$ cat config.mk
export PLATFORM = sky130hd
export DESIGN_NAME = crc16_framer
export DESIGN_NICKNAME = d
export VERILOG_FILES = /design/src/rtl/crc16_pkg.sv /design/src/rtl/crc16_step.sv /design/src/rtl/crc16_framer.sv
export SDC_FILE = /design/constraint.sdc
export NUM_CORES = 1
export LEC_CHECK = 0
export ABC_CLOCK_PERIOD_IN_PS = 5420
export CAP_MARGIN = 20
export CORE_AREA = 8 8 126 128
export CTS_CLUSTER_SIZE = 20
export DETAILED_ROUTE_END_ITERATION = 10
export DIE_AREA = 0 0 134 136
export GPL_TIMING_DRIVEN = 0
export PLACE_DENSITY = 0.85
export SYNTH_ARGS = -nofsm -noshare
export SYNTH_HDL_FRONTEND = slang
export SYNTH_SLANG_ARGS = --single-unit
$ cat constraint.sdc
create_clock -name iClk -period 5.42 [get_ports iClk]
set_input_delay 1.084 -clock iClk [delete_from_list [all_inputs] [get_ports iClk]]
set_output_delay 1.084 -clock iClk [all_outputs]
set_load 0.02 [all_outputs]
$ cat src/rtl/crc16_pkg.sv
// Shared CRC-16/CCITT-FALSE definitions: frame header bytes, polynomial/init constants,
// framer state encoding and the byte-step CRC function (also used by the CRC checker).
package crc16_pkg;

   localparam logic [7:0]  HDR_BYTE0 = 8'hFF;
   localparam logic [7:0]  HDR_BYTE1 = 8'hFA;
   localparam logic [15:0] CRC_POLY  = 16'h1021;
   localparam logic [15:0] CRC_INIT  = 16'hFFFF;

   typedef enum logic [2:0] {
      IDLE = 3'd0,
      HDR  = 3'd1,
      BODY = 3'd2,
      CRC  = 3'd3,
      DONE = 3'd4
   } state_e;

   // One byte of MSB-first CRC, no reflection, no final XOR.
   function automatic logic [15:0] crc16_byte(input logic [15:0] crc, input logic [7:0] data);
      logic [15:0] c;
      c = crc ^ {data, 8'h00};
      for (int i = 0; i < 8; i++) begin
         c = c[15] ? ((c << 1) ^ CRC_POLY) : (c << 1);
      end
      return c;
   endfunction

endpackage

$ cat src/rtl/crc16_step.sv
// Combinational single-byte CRC-16/CCITT-FALSE update.
module crc16_step
   import crc16_pkg::*;
(
   input  logic [15:0] iCrc,
   input  logic [7:0]  iByte,
   output logic [15:0] oCrc
);

   assign oCrc = crc16_byte(iCrc, iByte);

endmodule

$ cat src/rtl/crc16_framer.sv
// Serialises a payload into FF FA <payload MSB-first> CRC_H CRC_L over a valid/ready byte port.
// Define CRC16_FRAMER_PARALLEL_OUT_EN to add the oPacket parallel copy of the last frame.
module crc16_framer
   import crc16_pkg::*;
#(
   parameter  int PACKAGE_SIZE = 16,
   localparam int PAYLOAD_SIZE = PACKAGE_SIZE - 4,
   localparam int STREAM_SIZE  = 8 * PACKAGE_SIZE
)
(
   input  logic                      iClk,
   input  logic                      iRst,
   input  logic                      iDataValid,
   input  logic [8*PAYLOAD_SIZE-1:0] iData,
   output logic [7:0]                oByte,
   output logic                      oByteValid,
   input  logic                      iByteReady,
   output logic                      oBusy,
   output logic                      oFinish,
   output logic [15:0]               oCrc,
`ifdef CRC16_FRAMER_PARALLEL_OUT_EN
   output logic [STREAM_SIZE-1:0]    oPacket,
`endif
   output logic [2:0]                oState
);

   localparam int               IDX_W    = $clog2(PACKAGE_SIZE);
   localparam logic [IDX_W-1:0] LAST_IDX = IDX_W'(PAYLOAD_SIZE - 1);
   localparam logic [IDX_W-1:0] IDX_ONE  = IDX_W'(1);

   // Byte port handshake: oByte is offered while oByteValid=1 and is consumed only in a
   // cycle where iByteReady=1 as well; an offered byte is held unchanged until consumed.
   state_e                    state_q;
   logic [IDX_W-1:0]          idx_q;
   logic [8*PAYLOAD_SIZE-1:0] sh_q;
   logic [7:0]                byte_q;
   logic                      valid_q;
   logic                      busy_q;
   logic                      finish_q;
   logic [15:0]               crc_q;
   logic [15:0]               crc_out_q;

   logic                      xfer;
   logic [7:0]                pay_byte_d;
   logic [15:0]               crc_d;

   assign xfer       = valid_q & iByteReady;
   assign pay_byte_d = sh_q[8*PAYLOAD_SIZE-1 -: 8];

   crc16_step u_step (
      .iCrc  (crc_q),
      .iByte (byte_q),
      .oCrc  (crc_d)
   );

   always_ff @(posedge iClk) begin
      if (iRst) begin
         state_q   <= IDLE;
         idx_q     <= '0;
         sh_q      <= '0;
         byte_q    <= '0;
         valid_q   <= 1'b0;
         busy_q    <= 1'b0;
         finish_q  <= 1'b0;
         crc_q     <= '0;
         crc_out_q <= '0;
      end else begin
         finish_q <= 1'b0;
         case (state_q)
            IDLE: begin
               if (iDataValid) begin
                  sh_q    <= iData;
                  crc_q   <= CRC_INIT;
                  idx_q   <= '0;
                  byte_q  <= HDR_BYTE0;
                  valid_q <= 1'b1;
                  busy_q  <= 1'b1;
                  state_q <= HDR;
               end
            end
            HDR: begin
               if (xfer) begin
                  if (idx_q == '0) begin
                     byte_q <= HDR_BYTE1;
                     idx_q  <= idx_q + IDX_ONE;
                  end else begin
                     byte_q  <= pay_byte_d;
                     sh_q    <= sh_q << 8;
                     idx_q   <= '0;
                     state_q <= BODY;
                  end
               end
            end
            BODY: begin
               // byte_q is the payload byte being consumed, so the CRC advances on it here.
               if (xfer) begin
                  crc_q <= crc_d;
                  if (idx_q == LAST_IDX) begin
                     crc_out_q <= crc_d;
                     byte_q    <= crc_d[15:8];
                     idx_q     <= '0;
                     state_q   <= CRC;
                  end else begin
                     byte_q <= pay_byte_d;
                     sh_q   <= sh_q << 8;
                     idx_q  <= idx_q + IDX_ONE;
                  end
               end
            end
            CRC: begin
               if (xfer) begin
                  if (idx_q == '0) begin
                     byte_q <= crc_out_q[7:0];
                     idx_q  <= idx_q + IDX_ONE;
                  end else begin
                     byte_q   <= '0;
                     valid_q  <= 1'b0;
                     finish_q <= 1'b1;
                     idx_q    <= '0;
                     state_q  <= DONE;
                  end
               end
            end
            DONE: begin
               busy_q  <= 1'b0;
               state_q <= IDLE;
            end
            default: begin
               valid_q <= 1'b0;
               busy_q  <= 1'b0;
               idx_q   <= '0;
               state_q <= IDLE;
            end
         endcase
      end
   end

   assign oByte      = byte_q;
   assign oByteValid = valid_q;
   assign oBusy      = busy_q;
   assign oFinish    = finish_q;
   assign oCrc       = crc_out_q;
   assign oState     = state_q;

`ifdef CRC16_FRAMER_PARALLEL_OUT_EN
   logic [8*PAYLOAD_SIZE-1:0] pay_q;
   logic [STREAM_SIZE-1:0]    pkt_q;
   logic                      last_xfer;

   assign last_xfer = (state_q == CRC) && xfer && (idx_q != '0);

   // The payload copy survives the serial shift so the whole frame can be assembled at the end.
   always_ff @(posedge iClk) begin
      if (iRst) begin
         pay_q <= '0;
         pkt_q <= '0;
      end else begin
         if ((state_q == IDLE) && iDataValid) begin
            pay_q <= iData;
         end
         if (last_xfer) begin
            pkt_q <= {HDR_BYTE0, HDR_BYTE1, pay_q, crc_out_q};
         end
      end
   end

   assign oPacket = pkt_q;
`endif

endmodule

; Word-level counts from Yosys, hierarchy flattened
; Cells that the tools add are included.
[word_totals]
regBits = 146
[classes]
n_addsub = 1
n_eq_ne = 14
muxes = 45
bitwise = 15
reduce_logical = 17
[ops]
columns = cell, n
row1 = two-way mux 96 bit, 5
row2 = case mux 96 bit (3 select lines), 1
row3 = two-way mux 13 bit, 8
row4 = two-way mux 8 bit, 7
row5 = two-way mux 16 bit, 2
row6 = case mux 16 bit (2 select lines), 1
row7 = case mux 8 bit (4 select lines), 1
row8 = NOT 3 bit, 8
row9 = two-way mux 3 bit, 7
row10 = two-way mux 4 bit, 5
row11 = inequality test 2 bit (second input constant), 8
row12 = case mux 4 bit (4 select lines), 1
row13 = XOR 16 bit, 1
row14 = case mux 3 bit (4 select lines), 1
row15 = OR reduction 3 bit, 3
row16 = AND reduction 4 bit, 2
row17 = AND reduction 7 bit, 1
row18 = equality test 3 x 2 -> 1 bit (second input constant), 2
row19 = AND reduction 3 bit, 2
row20 = AND reduction 6 bit, 1
row21 = NOT 1 bit, 5
row22 = AND reduction 5 bit, 1
row23 = adder 4 x 1 -> 4 bit (second input constant), 1
row24 = equality test 4 bit (second input constant), 1
row25 = other kinds (14), 17

; Depth between registers and ports, before layout
; Gate-level depths: netlist (run 1).
[depth]
ltp_word = 20
depth_mapped = 8
depth_no_buf = 6

; Hierarchy
; Synthesis (run 1) repeated with hierarchy kept, for this count alone.
[unflattened]
hier_cells = 915
hier_area_um2 = 7901.3
[by_module_without_submodules]
columns = mod, instances, cells_each, area_per_inst_um2, seq_area_each_um2
row1 = crc16_framer, 1, 890, 7524.7, 2922.8
row2 = crc16_step, 1, 25, 376.6, 0.0

; Worst setup path after synthesis (run 1)
; Ideal clock, no wire load.
[synth_timing]
path_type = input to register
startpoint = input port iByteReady
endpoint = register sh_q[90]
setup_ps = 121
arrival_ps = 2332
required_time_ps = 5299
slack_ps = 2967
stages = 5
path_buffers = 1
cell_sequence = nand2_1 > o31ai_4 > o211a_1 > buf_2 > mux2_2
[synth_between]
elab_chain_len = 3
[synth_lines]
columns = item, line
row1 = start: declaration, crc16_framer.sv:17  ; input logic iByteReady,
row2 = bitwise AND 1 bit *, crc16_framer.sv:47  ; assign xfer = valid_q & iByteReady;
row3 = inequality test 2 bit (no source line), --
row4 = AND reduction 6 bit (no source line) *, --
row5 = end signal: assignment, crc16_framer.sv:72  ; sh_q <= iData;
row6 = end signal: assignment, crc16_framer.sv:88  ; sh_q <= sh_q << 8;
row7 = end signal: assignment, crc16_framer.sv:105  ; sh_q <= sh_q << 8;
row8 = end: declaration, crc16_framer.sv:35  ; logic [8*PAYLOAD_SIZE-1:0] sh_q;
; Mark *: on every way between the ends. The rest lies on a longest branch, timed or not.
; A chain may end at the register's enable or synchronous reset.

; Worst setup path after layout (run 1)
[layout_timing]
startpoint = input port iDataValid
endpoint = register sh_q[74]
[layout_between]
elab_chain_len = 2
[layout_lines]
columns = item, line
row1 = start: declaration, crc16_framer.sv:13  ; input logic iDataValid,
row2 = inequality test 2 bit (no source line), --
row3 = AND reduction 6 bit (no source line), --
; No other way between the ends.

==> impl_metrics.ini, run 1 <==
[drt]
viasPerCell = 5.88
vias = 7415
route.detailed.drc = 0
ant_nets = 0
firstDrtPassIters = 6
drt-wirelength-per-cell_um = 17.9
drt-total-wl_um = 22600
drt-initial-drc-count = 686

[placed_design]
dp_hpwl_um = 16200
gp_congestion = 0.911
place_area_um2 = 9390
place_ws_ns = 2.20
io_buffers = 128
dpl.cell_count = 1227

[critical_path]
cp_slowest_cell = clkdlybuf4s50_1
worst_ep_required_time_ns = 5.73
cp_num_buf_inv = 3
cp_top_family = buffers and inverters
path_cells = clkdlybuf4s50_1 -> nor4_2 -> o31ai_4 -> o211ai_4 -> buf_6 -> buf_6 -> mux2_1
cp-end-kind = flop
path_class = input pin to flop
slowest_delay_ns = 0.49
worstPathArrival_ns = 3.19
start_kind = input pin
crit_top_cell = buf_6
worstPathMaxFanout = 10

[cells_and_area]
nets = 1164
area_growth_pct = 27.1
n_fill_cell = 1072
final_common_cell = dfxtp_1
post-route-cell-area_um2 = 10000
final_cell_mix = dfxtp_1 (146), clkdlybuf4s50_1 (128), a21oi_1 (99)
multi_input_area_um2 = 4540
instances_no_fill = 1260
drive_gt1_frac = 0.119
regArea_um2 = 2920
final_util = 0.714

[yosys]
ys_ff_latch = 146
synth_edf_count = 0
ys_types = 53
yosysWarnings = 0
ys_seq_area_frac = 0.371
syn_nets = 1017
synthCells = 915
syn_avg_cell_area_um2 = 8.61
async_flop_share = 0
synth_ff_type = dfxtp_1
syn-cell-area_um2 = 7880

[clock_tree]
clk_pin_slew_ns = 0.06
root_buffer = clkbuf_16
cts.sinks = 146
cts_tree = yes
htree_levels = 4
post_cts_buffers = 0
numCtsBuffers = 17
cts-resized-gates = 0
postCtsHoldBufs = 0
ctsLongestPathBuffers = 2
clock_latency_ns = 0.43

[global_route]
grt_start_max_net_pins = 17
grt_first_pass_wirelength_um = 35900
busiest_layer = met2
grt_pass1_vias = 7237
antenna_found_initial = 2
met1_usage = 0.296
grt_util_all_layers = 0.244
overflow = 0
grt_use_met3 = 0.0510
met2_usage = 0.412

[sta]
slew_headroom = 0.321
finalSetupViolations = 0
fin_skew_ns = 0.00830
timing.final.ws_setup_ns = 2.54
min_period_ns = 2.88
hold_ws_ns = 0.480
period_share = 0.532
finalSetupTns_ns = 0
fmax_mhz = 347
hold_violations = 0
maxSlewViolCount = 0
worstMarginPinSlew_ns = 1.01
rsz0062_at_grt = no

[power_and_ir_drop]
cellPowerDensity_nw_per_um2 = 527
peakVddDrop_v = 0.000306
p_leak_nw = 3.69
finalPower_mw = 5.28

[floorplanning]
fp.dieH_um = 136
dieArea_um2 = 18200
io_pins = 130
die_x_um = 134
coreArea_um2 = 14000
rows = 44
start_util = 0.561

[status]
outcome = finished, final reports clean

[min_path]
hold_path.class = flop to flop

[flow_run]
drv_cap = 0
[cell usage after synthesis, types with 3 or more instances]
cell	count	area, um^2
dfxtp_1	146	2920
a21oi_1	99	495
o21ai_0	97	485
nand3_1	92	460
nor2b_1	89	557
clkbuf_1	63	236
mux2_2	58	653
nor2_1	49	184
mux2_1	31	349
a211oi_1	22	165
nand2b_1	19	119
xnor2_1	16	140
mux2i_1	15	150
buf_2	14	70.1
nand3b_1	9	67.6
a221oi_1	8	70.1
xor2_1	8	70.1
nand2_1	7	26.3
o22ai_1	7	43.8
buf_4	6	45.0
a21o_1	5	37.5
o21bai_1	5	37.5
buf_6	4	45.0
inv_1	3	11.3
nor3_1	3	15.0
o32ai_1	3	26.3
or2_2	3	18.8
xnor3_1	3	67.6
[routing by layer]
metal	part of all wire	wire [um]
met1	0.41	9240
met2	0.49	11100
met3	0.075	1700
met4	0.025	575
met5	0.00049	11
[power by group]
group	internal, mW	switching, mW	total [mW]	leakage (nW)
logic	1.07	1.39	2.46	2.18
clock network	0.782	0.447	1.23	0.309
registers	1.40	0.195	1.59	1.20
[final timing paths]
kind	from	to	slack (ns)	cells past startpoint
setup / recovery	iDataValid	sh_q[74]$_SDFFE_PP0P_	2.54	7
hold / removal	sh_q[0]$_SDFFE_PP0P_	sh_q[0]$_SDFFE_PP0P_	0.48	2
setup reg to reg	oState[1]$_SDFFE_PP0P_	sh_q[84]$_SDFFE_PP0P_	2.72	7
hold reg to reg	sh_q[0]$_SDFFE_PP0P_	sh_q[0]$_SDFFE_PP0P_	0.48	2
[cell type report]
class                   count  area share
inverters                   3     0.00112
well taps                 184      0.0230
multi-input cells         677       0.453
flip-flops and latches    146       0.292
repair buffers            128       0.128
plain buffers              89      0.0403
clock inverters             9      0.0126
diodes                      1    0.000250
clock buffers              23      0.0497
[worst min-delay path: cells and delay by family, from the launching register on]
kind | cells | cell delay [ns]
DFF | 1 | 0.31
and+or+nand+nor | 1 | 0.06
muxes | 1 | 0.06
[cell families (layout without fill, tap and decap cells)]
family | after synthesis | after routing | synth area share
xor gates and xnor gates | 27 | 27 | 0.0352
AOI/OAI and AO/OA | 257 | 257 | 0.188
other | 0 | 1 | 0
muxes | 105 | 105 | 0.148
DFF | 146 | 146 | 0.371
and+or+nand+nor | 285 | 285 | 0.201
adders and majority gates | 3 | 3 | 0.00445
buffers and inverters | 92 | 252 | 0.0527
[state kept, by name, summed over array words and instances, names as in the netlist]
| signal | cells |
|---|---|
| sh_q | 96 |
| crc_q | 16 |
| oByte | 8 |
| oFinish | 1 |
| oState | 3 |
| oByteValid | 1 |
| idx_q | 4 |
| oBusy | 1 |
| oCrc | 16 |
Power figures use the tool's default switching activity.
==> run 2, diff against run 1 <==
- ABC_CLOCK_PERIOD_IN_PS: 5420 -> 2500
- CORE_AREA: 8 8 126 128 -> 8 8 136 138
- DIE_AREA: 0 0 134 136 -> 0 0 144 146
- PLACE_DENSITY: 0.85 -> 0.77
- clock period: 5.42 -> 2.5 ns (I/O delays scaled with it)
==> impl_metrics.ini, run 2 (same netlist as run 1, synthesis figures left out) <==
[clock_tree]
root_buffer = clkbuf_16
clk_pin_slew_ns = 0.06
clock_latency_ns = 0.43
htree_levels = 4
ctsLongestPathBuffers = 2
post_cts_buffers = 0
cts.sinks = 146
cts_tree = yes
numCtsBuffers = 17

[placed_design]
gp_congestion = 0.897
io_buffers = 128
dp_hpwl_um = 16700
place_area_um2 = 9440

[critical_path]
r2r-end = sh_q[88]$_SDFFE_PP0P_
slowest_delay_ns = 0.53
regToRegSetupSlack_ns = 0.14
path_class = flop to flop
worst_ep_required_time_ns = 2.87
cp_top_family = buffers and inverters
cp-end-kind = flop
reg2regPathDepth = 7
worstPathMaxFanout = 10
worstPathArrival_ns = 2.73
r2r-start = oState[1]$_SDFFE_PP0P_
crit_top_cell = clkbuf_1
cp_num_buf_inv = 3
cp_slowest_cell = xnor2_2
start_kind = flop
path_cells = buf_2 -> xnor2_2 -> clkbuf_1 -> clkbuf_1 -> o21ai_0 -> a21oi_1 -> mux2_1

[status]
outcome = finished, final reports clean

[sta]
period_share = 0.944
worstMarginPinSlew_ns = 0.747
fmax_mhz = 424
finalSetupViolations = 0
finalSetupTns_ns = 0
hold_violations = 0
slew_headroom = 0.500
rsz0062_at_grt = yes
fin_skew_ns = 0.00852
min_period_ns = 2.36
maxSlewViolCount = 0

[power_and_ir_drop]
p_comb_frac = 0.477
sw_frac_of_total = 0.395
peakVddDrop_v = 0.000658
pwr-share-seq = 0.309
switching_power_mw = 4.41
internal-power_mw = 6.75
clock_power_share = 0.215
cellPowerDensity_nw_per_um2 = 1120
p_leak_nw = 3.65

[floorplanning]
coreArea_um2 = 16300
die_x_um = 144
dieArea_um2 = 21000
fp.dieH_um = 146
rows = 47
io_pins = 130
start_util = 0.484

[cells_and_area]
multi_input_area_um2 = 4570
regArea_um2 = 2920
nets = 1164
regMostFlops = sh_q
final_common_cell = dfxtp_1
post-route-cell-area_um2 = 10000
area_growth_pct = 27.1
final_cell_mix = dfxtp_1 (146), clkdlybuf4s50_1 (128), a21oi_1 (99)
n_fill_cell = 1442
drive_gt1_frac = 0.120
largest_register_ffs = 96

[drt]
drt-total-wl_um = 22800
drt-wirelength-per-cell_um = 17.6
vias = 7206
viasPerCell = 5.56
ant_nets = 0
drt-initial-drc-count = 583
firstDrtPassIters = 5
route.detailed.drc = 0

[global_route]
overflow = 0
antenna_found_initial = 1
grt_pass1_vias = 7372
grt_first_pass_wirelength_um = 36700
grt_util_all_layers = 0.216
grt_start_max_net_pins = 17

[min_path]
min_to = sh_q[2]$_SDFFE_PP0P_
hp-start = sh_q[2]$_SDFFE_PP0P_
holdPathStages = 2
hold_path.class = flop to flop

[flow_run]
drv_cap = 0
run 2: how the worst max path moves through the flow:
stage,start,endpoint,cells after the start
2_1_floorplan,oState[1]$_SDFFE_PP0P_,sh_q[60]$_SDFFE_PP0P_,7
6_report,oState[1]$_SDFFE_PP0P_,sh_q[88]$_SDFFE_PP0P_,7
3_5_place_dp,iDataValid,sh_q[66]$_SDFFE_PP0P_,7
3_3_place_gp,iDataValid,sh_q[77]$_SDFFE_PP0P_,7
5_1_grt,oState[1]$_SDFFE_PP0P_,sh_q[83]$_SDFFE_PP0P_,7
4_1_cts,oState[2]$_SDFFE_PP0P_,sh_q[4]$_SDFFE_PP0P_,7
run 2: final cells by class:
cell class	count	area share
Timing Repair Buffer	128	0.128
Sequential cell	146	0.292
Tap cell	220	0.0275
Antenna cell	2	0.000500
Clock buffer	21	0.0460
Multi-Input combinational cell	677	0.456
Inverter	3	0.00112
Clock inverter	10	0.00862
Buffer	89	0.0405
run 2: power by group through the flow:
stage	registers [mW]	logic (mW)	clock network, mW
2_1_floorplan	3.42	3.83	0
3_3_place_gp	3.46	5.12	0
3_5_place_dp	3.48	5.20	0
4_1_cts	3.44	5.26	2.40
5_1_grt	3.53	5.80	2.49
6_report	3.45	5.33	2.40
run 2: worst reg2reg max path, stage by stage, from the launching register on:
cell,delay (ns)
dfxtp_1,0.31
buf_2,0.20
xnor2_2,0.54
clkbuf_1,0.42
clkbuf_1,0.38
o21ai_0,0.15
a21oi_1,0.17
mux2_1,0.14
run 2: stage by stage:
step | cells | hold slack [ns] | setup slack [ns] | utilization | total power [mW]
floorplan | 915 | 0.449 | 0.469 | - | 7.25
global placement | 1263 | 0.463 | -0.143 | 0.579 | 8.57
detailed placement | 1263 | 0.462 | -0.139 | 0.579 | 8.68
CTS | 1294 | 0.479 | 0.0331 | 0.614 | 11.1
global route | 1295 | 0.502 | -0.0133 | 0.615 | 11.8
finish | 1296 | 0.476 | 0.139 | 0.615 | 11.2
run 2: timing repair:
item	4_1_cts	5_1_grt
endpoints found under the setup margin	15	15
hold buffers	0	0
gates cloned	0	0
gates resized for setup	2	3
run 2: per-layer routing:
layer | GRT usage | vias to the layer above | share of wire
li1 | - | 3539 | -
met1 | 0.278 | 3395 | 0.44
met2 | 0.351 | 240 | 0.48
met3 | 0.0407 | 32 | 0.060
met4 | 0.0794 | 0 | 0.020
met5 | 0 | - | 0
==> run 3, diff against run 2 <==
--- a/config.mk
+++ b/config.mk
@@ -15,2 +15,3 @@
 export PLACE_DENSITY = 0.77
+export SLEW_MARGIN = 0
 export SYNTH_ARGS = -nofsm -noshare
==> constraint.sdc (replaced) <==
create_clock -name iClk -period 2.5 [get_ports iClk]
set_input_delay 0.625 -clock iClk [delete_from_list [all_inputs] [get_ports iClk]]
set_output_delay 0.625 -clock iClk [all_outputs]
set_load 0.02 [all_outputs]
==> results of run 3 <==
The final DEF is identical to that of run 2. Status: finished, final reports clean.
Among the figures that moved: setup slack after placement -0.139 ns -> -0.264 ns; setup slack after layout 0.139 ns -> 0.116 ns; start point of the critical path oState[1]$_SDFFE_PP0P_ -> iDataValid; end point of the critical path sh_q[88]$_SDFFE_PP0P_ -> sh_q[66]$_SDFFE_PP0P_
